File: config.mk
export PLATFORM = sky130hd
export DESIGN_NAME = hv_abist_seq
export DESIGN_NICKNAME = d
export VERILOG_FILES = /design/src/rtl/hv_abist_seq.sv
export SDC_FILE = /design/constraint.sdc
export NUM_CORES = 1
export LEC_CHECK = 0
export BUFFER_PORTS_ARGS = -buffer_cell sky130_fd_sc_hd__buf_2
export CORE_UTILIZATION = 55
export CTS_CLUSTER_SIZE = 24
export DETAILED_ROUTE_END_ITERATION = 6
export PLACE_DENSITY = 0.79
export SETUP_SLACK_MARGIN = 0.2
export SYNTH_ARGS = -nofsm -noshare
export SYNTH_HDL_FRONTEND = slang
export SYNTH_SLANG_ARGS = --single-unit
export TNS_END_PERCENT = 1
File: constraint.sdc
create_clock -name i_clk -period 2.6 [get_ports i_clk]
set_input_delay 0 -clock i_clk [delete_from_list [all_inputs] [get_ports i_clk]]
set_output_delay 0 -clock i_clk [all_outputs]
set_load 0.01 [all_outputs]
File: src/rtl/hv_abist_seq.sv
// HV-side BIST sequencer: ABIST enable/complete handshake, then LBIST verdict, then a sticky result.
// Latency: req->o_bist_en 1 cycle, i_lbist_done->o_bist_done 1 cycle; no backpressure; every phase is watchdog-bounded.
module hv_abist_seq #(
    parameter int CLK_M          = 48,
    parameter int ABIST_TMO_US   = 100,
    parameter int LBIST_TMO_US   = 200,
    parameter int ABIST_ITEM_NUM = 6
) (
    input  logic                      i_clk,
    input  logic                      i_rst,
    input  logic                      i_bist_req,
    input  logic                      i_bist_abort,
    output logic                      o_bist_en,
    input  logic                      i_lbist_en,
    input  logic [ABIST_ITEM_NUM-1:0] i_abist_status,
    input  logic                      i_lbist_done,
    input  logic                      i_lbist_pass,
    output logic                      o_bist_busy,
    output logic                      o_bist_done,
    output logic                      o_bist_fail,
    output logic [ABIST_ITEM_NUM+1:0] o_bist_result
);
    localparam int ABIST_TMO_CYC = ABIST_TMO_US * CLK_M;
    localparam int LBIST_TMO_CYC = LBIST_TMO_US * CLK_M;
    localparam int MAX_CYC       = (ABIST_TMO_CYC > LBIST_TMO_CYC) ? ABIST_TMO_CYC : LBIST_TMO_CYC;
    localparam int CW            = $clog2(MAX_CYC + 1);
    localparam int RW            = ABIST_ITEM_NUM + 2;
    localparam int TMO_BIT       = ABIST_ITEM_NUM;
    localparam int LB_BIT        = ABIST_ITEM_NUM + 1;

    localparam logic [CW-1:0] ABIST_LAST = CW'(ABIST_TMO_CYC - 1);
    localparam logic [CW-1:0] LBIST_LAST = CW'(LBIST_TMO_CYC - 1);
    localparam logic [CW-1:0] CNT_SAT    = {CW{1'b1}};

    typedef enum logic [1:0] {
        IDLE  = 2'd0,
        ABIST = 2'd1,
        LBIST = 2'd2,
        DONE  = 2'd3
    } state_t;

    state_t          state, state_nxt;
    logic [CW-1:0]   cnt, cnt_nxt, cnt_inc;
    logic            en_nxt, busy_nxt, done_nxt, fail_nxt, go_done;
    logic [RW-1:0]   res_nxt;

    always_ff @(posedge i_clk or posedge i_rst) begin
        if (i_rst) begin
            state         <= IDLE;
            cnt           <= '0;
            o_bist_en     <= 1'b0;
            o_bist_busy   <= 1'b0;
            o_bist_done   <= 1'b0;
            o_bist_fail   <= 1'b0;
            o_bist_result <= '0;
        end else begin
            state         <= state_nxt;
            cnt           <= cnt_nxt;
            o_bist_en     <= en_nxt;
            o_bist_busy   <= busy_nxt;
            o_bist_done   <= done_nxt;
            o_bist_fail   <= fail_nxt;
            o_bist_result <= res_nxt;
        end
    end

    // Saturating so a stuck phase can never wrap back below its timeout compare.
    assign cnt_inc = (cnt == CNT_SAT) ? cnt : cnt + 1'b1;

    always_comb begin
        state_nxt = state;
        cnt_nxt   = cnt;
        en_nxt    = o_bist_en;
        busy_nxt  = o_bist_busy;
        done_nxt  = 1'b0;
        fail_nxt  = o_bist_fail;
        res_nxt   = o_bist_result;
        go_done   = 1'b0;

        if (i_bist_abort) begin
            state_nxt = IDLE;
            cnt_nxt   = '0;
            en_nxt    = 1'b0;
            busy_nxt  = 1'b0;
            fail_nxt  = 1'b0;
            res_nxt   = '0;
        end else begin
            case (state)
                IDLE: begin
                    if (i_bist_req) begin
                        state_nxt = ABIST;
                        cnt_nxt   = '0;
                        en_nxt    = 1'b1;
                        busy_nxt  = 1'b1;
                        fail_nxt  = 1'b0;
                        res_nxt   = '0;
                    end
                end
                ABIST: begin
                    cnt_nxt = cnt_inc;
                    // o_bist_en is kept high into LBIST: dropping it clears the engine's completion flag.
                    if (i_lbist_en) begin
                        res_nxt[ABIST_ITEM_NUM-1:0] = i_abist_status;
                        cnt_nxt   = '0;
                        state_nxt = LBIST;
                    end else if (cnt == ABIST_LAST) begin
                        res_nxt[TMO_BIT] = 1'b1;
                        go_done          = 1'b1;
                    end
                end
                LBIST: begin
                    cnt_nxt = cnt_inc;
                    if (i_lbist_done) begin
                        res_nxt[LB_BIT] = ~i_lbist_pass;
                        go_done         = 1'b1;
                    end else if (cnt == LBIST_LAST) begin
                        res_nxt[TMO_BIT] = 1'b1;
                        res_nxt[LB_BIT]  = 1'b1;
                        go_done          = 1'b1;
                    end
                end
                DONE: begin
                    state_nxt = IDLE;
                end
                default: begin
                    state_nxt = IDLE;
                end
            endcase

            if (go_done) begin
                state_nxt = DONE;
                cnt_nxt   = '0;
                en_nxt    = 1'b0;
                busy_nxt  = 1'b0;
                done_nxt  = 1'b1;
                fail_nxt  = |res_nxt;
            end
        end
    end

endmodule

Word-level counts from Yosys, hierarchy flattened
Index checks and enable logic that the tools add are counted.

cells by class
  bitwise gates (word level) = 1
  equality and inequality tests = 8
  add/sub/neg operators = 1
  multiplexer cells = 41
  reduce and logical (&&, ||, !) cells = 9

operator list
  cell                                                    number
  two-way mux 14 bit                                      5
  case mux 14 bit (3 select lines)                        1
  equality test 14 bit (second input constant)            2
  two-way mux 1 bit                                       21
  two-way mux 8 bit                                       2
  adder 14 x 1 -> 14 bit (second input constant)          1
  equality test 14 x 13 -> 1 bit (second input constant)  1
  two-way mux 6 bit                                       2
  case mux 6 bit (2 select lines)                         1
  two-way mux 2 bit                                       5
  nonzero test 5 bit                                      2
  inequality test 4 bit (second input constant)           2
  OR reduction 8 bit                                      1
  case mux 2 bit (3 select lines)                         1
  nonzero test 3 bit                                      2
  equality test 2 bit (second input constant)             2
  case mux 1 bit (2 select lines)                         2
  AND reduction 2 bit                                     2
  case mux 1 bit (3 select lines)                         1
  AND reduction 3 bit                                     1
  equality test 2 x 1 -> 1 bit (second input constant)    1
  zero test 2 bit                                         1
  inverter 1 bit                                          1

word-level totals
  output and inout bits = 12
  bits of input ports = 13
  register bits = 27
  word-level logic and storage cells = 66

Depth between registers and ports, before layout
  word-level depth = 8
  gate-level depth with buffers = 8
  gate-level depth less buffers = 8

Least setup slack after synthesis
Ideal clock, no wire load.

  kind = flip-flop to flip-flop
  start point = register state[1]
  end point = register cnt[11]
  data arrival time = 2087 ps
  path buffers = 1
  period minus slack after synthesis = 2156 ps
  data required time = 2531 ps
  setup time = 69 ps
  setup slack = 444 ps
  stages on the path, launching flop included = 9
  path through = dfrtp_1 -> inv_1 -> ha_1 -> nor2b_1 -> and2_2 -> or3_1 -> buf_2 -> or4_1 -> nand3_1

between the ends
  cells in the longest elaborated chain, start to end = 5
  elaborated cells between the ends (all ways) = 11
  those cells by class = 3 x eq/ne; 5 x mux; 3 x reduce/logical

ends and longest elaborated chain
  item                                                                        RTL line  text
  start: declaration                                                          42        state_t state, state_nxt;
  start signal: assignment                                                    57        state <= state_nxt;
  equality test 2 bit or equality test 2 x 1 -> 1 bit (tied branches)         88        case (state)
  case mux 1 bit (2 select lines)                                             88
  two-way mux 1 bit                                                           80        if (i_bist_abort) begin
  inequality test 4 bit (no source line) (tied with other cells)              --
  AND reduction 2 bit (no source line) or two-way mux 14 bit (tied branches)  --
  end signal: assignment                                                      58        cnt <= cnt_nxt;
  end: declaration                                                            43        logic [CW-1:0] cnt, cnt_nxt, cnt_inc;

Parallel ways exist; a longest one is shown, timed or not. The select of a mux whose other input is x is not followed.
A chain may end at the register's enable or synchronous reset.

Final worst setup path
  start point = register state[1]
  end point = register cnt[10]

The elaborated chain is that of the path after synthesis.

==> impl_metrics.csv <==
group,metric,value,unit
global_routing,global_route_wire_length_before_repair,6.62,mm
critical_path,critPathCaptureType,"register",
placed_design,place_worst_setup_slack,0.162,ns
global_routing,globalRoute.totalOverflow,0,
cts,clock_insertion_delay_worst_skew,0.32,ns
floorplan,placement_rows,19,
cells_and_area,sequential_cell_area,676,um2
yosys,ys_dominant_reg_cell,"sky130_fd_sc_hd__dfrtp_1",
cts,post-cts-setup-buffer-count,0,
pwr,switching_share,38.2,%
pwr,p_clk_share,15.9,%
sta,finalWorstSetupSlack,0.308,ns
route,wirelength,3.95,mm
placed_design,dp_cells,243,
critical_path,critical_path.startpoint_type,"register",
yosys,synth_enable_flop_cells,0,
cells_and_area,final_nets,243,
placed_design,dpl-instance-area,1820,um2
run_status,violations,"DRC",
route,detailed_route_drc_error_count,2,
cells_and_area,finish.instance_area,1930,um2
pwr,vdd_ir_drop_max,378,uV
global_routing,antenna_found_initial,0,
cells_and_area,antennaDiodeCount,0,
sta,worst_slew_margin_rel,30.4,%
global_routing,grt_pass1_vias,1453,
floorplan,dieWidth,57.5,um
cells_and_area,multi_input_comb_area,952,um2
sta,final.setup_skew,0.00349,ns
route,number_of_design_rule_violations_left_by_the_first_detailed_router_iteration,76,
yosys,synth.net_count,213,
cells_and_area,fraction_of_layout_cells_with_a_size_suffix_above_1,16.6,%
route,detail_route.first_pass.iterations,6,
global_routing,pin_count_of_the_biggest_net_entering_global_routing,28,
cts,cts_htree_levels,1,
pwr,leakagePower,0.872,nW
yosys,sequential_to_total_area_share_from_yosys_stat,39.9,%
cells_and_area,num-fill-cells,221,
route,total_via_count_after_detailed_routing,1619,
floorplan,die_h,57.5,um
sta,fin_tns_setup,0,ns
yosys,ys_async_sr_fraction,100,%
pwr,power.share.combinational,41.0,%
floorplan,core-area,2830,um2
cts,clock_tree_from_tritoncts,"done",
placed_design,routabilityCongestion,0.896,
sta,slew_violations,0,
sta,rsz0062_at_grt,"no",
sta,worst-slew-pin-transition,1.04,ns
floorplan,floorplan.initialDensity,59.8,%
pwr,design_power_total,1.14,mW
cts,cts.sink_count,27,
yosys,yosysUniqueCellTypes,50,
cells_and_area,area_delta_synth_final,14.1,%
yosys,netlist_instances,194,
route,viasPerCell,6.37,
cells_and_area,finalNonFillerCells,254,
critical_path,cp_data_arrival_time,2.55,ns
yosys,synth_area_per_cell,8.73,um2
route,drt.antenna.violating_nets,0,
cells_and_area,most-common-layout-cells,"sky130_fd_sc_hd__dfrtp_1 (27), sky130_fd_sc_hd__nor2_1 (25), sky130_fd_sc_hd__buf_2 (24)",
pwr,seqPwrFrac,43.0,%
floorplan,dieArea,3300,um2
critical_path,critical_path.max_fanout,8,
cts,cts.clk_slew.worst_paths,0.14,ns
global_routing,track_usage,25.5,%
pwr,power.internal,0.704,mW
min_path,worst_min_path_class,"input pin to register",
cells_and_area,layout_commonest_cell,"sky130_fd_sc_hd__dfrtp_1",
cts,cts-root-buf,"sky130_fd_sc_hd__clkbuf_4",
sta,peak_freq,436,MHz
cts,numCtsBuffers,3,
sta,fin_hold_ws,0.0227,ns
sta,final-hold-violation-count,0,
route,route.detailed.wl_per_inst,15.6,um
cells_and_area,fin_util,68.3,%
critical_path,worstPathRequired,2.86,ns
sta,setup-violations-final,0,
flow_run,max_capacitance_violation_total,0,
run_status,status,"complete, but fails checks",
pwr,switching_power,0.434,mW
pwr,cellPowerDensity,589,nW/um2
sta,final_min_period_over_clock_period,88.2,%
yosys,syn-cell-area,1690,um2
placed_design,place_hpwl,2.89,mm
floorplan,floorplan.io_pins,25,
sta,finalWorstPathRequiredPeriod,2.29,ns
yosys,postSynthRegisterBits,27,
cts,ctsLongestPathBuffers,2,
yosys,synthesis.yosys.warnings,0,
critical_path,path_class,"register to register",
placed_design,port-buffer-count,24,
sequential cells by signal, summed over array words and instances (netlist names):
name / count
cnt: 14
o_bist_fail: 1
state: 2
o_bist_done: 1
o_bist_busy: 1
o_bist_result: 8
worst paths after layout:
path | start | to | slack [ns] | cells after the start
setup / recovery | state[1]$_DFFE_PP0P_ | cnt[10]$_DFFE_PP0P_ | 0.31 | 7
hold / removal | i_bist_abort | o_bist_result[4]$_DFF_PP0_ | 0.02 | 2
setup reg to reg | state[1]$_DFFE_PP0P_ | cnt[10]$_DFFE_PP0P_ | 0.31 | 7
hold reg to reg | cnt[0]$_DFFE_PP0P_ | cnt[0]$_DFFE_PP0P_ | 0.52 | 1
max in group asynchronous | i_rst | o_bist_result[6]$_DFF_PP0_ | 1.52 | 3
min in group asynchronous | i_rst | o_bist_result[0]$_DFF_PP0_ | 0.45 | 3
layer usage:
metal / global-route usage (%) / routed length [um] / part of all wire [%]
met1: 36.7 / 1840 / 47
met2: 40.5 / 1840 / 47
met3: 2.04 / 215 / 5.4
met4: 8.36 / 57 / 1.4
met5: 0 / 0 / 0
power by group through the flow:
stage / combinational (mW) / sequential (mW) / clock, mW
2_1_floorplan: 0.338 / 0.501 / 0
3_3_place_gp: 0.435 / 0.495 / 0
3_5_place_dp: 0.449 / 0.498 / 0
4_1_cts: 0.459 / 0.489 / 0.188
5_1_grt: 0.523 / 0.494 / 0.202
6_report: 0.467 / 0.490 / 0.181
cell usage after synthesis (2+ instances only):
library cell	instances	share of area, %
sky130_fd_sc_hd__a22oi_1	7	3.1
sky130_fd_sc_hd__nor2b_1	5	1.8
sky130_fd_sc_hd__o21a_1	2	0.89
sky130_fd_sc_hd__o31ai_1	2	0.89
sky130_fd_sc_hd__nand3_1	13	3.8
sky130_fd_sc_hd__a22o_1	4	2.1
sky130_fd_sc_hd__nand4_1	5	1.8
sky130_fd_sc_hd__o21ai_1	3	0.89
sky130_fd_sc_hd__and4_1	3	1.6
sky130_fd_sc_hd__nor2_1	25	5.5
sky130_fd_sc_hd__nand2_1	10	2.2
sky130_fd_sc_hd__clkbuf_1	4	0.89
sky130_fd_sc_hd__nor3_1	4	1.2
sky130_fd_sc_hd__or3_1	2	0.74
sky130_fd_sc_hd__inv_1	9	2.0
sky130_fd_sc_hd__ha_1	6	4.4
sky130_fd_sc_hd__buf_2	2	0.59
sky130_fd_sc_hd__a31oi_1	3	1.1
sky130_fd_sc_hd__or2_2	2	0.74
sky130_fd_sc_hd__and2_1	4	1.5
sky130_fd_sc_hd__or4_1	5	2.2
sky130_fd_sc_hd__dfrtp_1	27	40
sky130_fd_sc_hd__a21oi_1	16	4.7
sky130_fd_sc_hd__o21ai_0	2	0.59
sky130_fd_sc_hd__nor4_1	2	0.74
sky130_fd_sc_hd__a21o_1	3	1.3
area by class of cell:
type	count	share of cell area, %
Multi-Input combinational cell	150	49.3
Clock buffer	4	1.36
Inverter	9	1.75
Tap cell	31	2.01
Timing Repair Buffer	33	10.6
Sequential cell	27	35.0
cells by family after synthesis:
| kind of cell | share of synthesized area (%) |
|---|---|
| compound gates | 21.1 |
| fa+ha+maj | 4.43 |
| buf+inv | 4.58 |
| flops | 39.9 |
| mux | 0.591 |
| simple gates | 29.3 |
timing repair:
item	in CTS	in global routing
gates resized for setup	1	2
endpoints found under the setup margin	6	10
hold endpoints to repair	33	0
hold buffers	7	0
cloned	0	0
worst max-delay path: stages (launching register included):
cell and delay, ns:
sky130_fd_sc_hd__dfrtp_1 0.45, sky130_fd_sc_hd__inv_1 0.12, sky130_fd_sc_hd__ha_1 0.27, sky130_fd_sc_hd__nor2b_2 0.27, sky130_fd_sc_hd__o21ai_0 0.15, sky130_fd_sc_hd__or3_4 0.41, sky130_fd_sc_hd__or4_1 0.47, sky130_fd_sc_hd__o21ai_1 0.10
(Power assumes the default switching activity.)
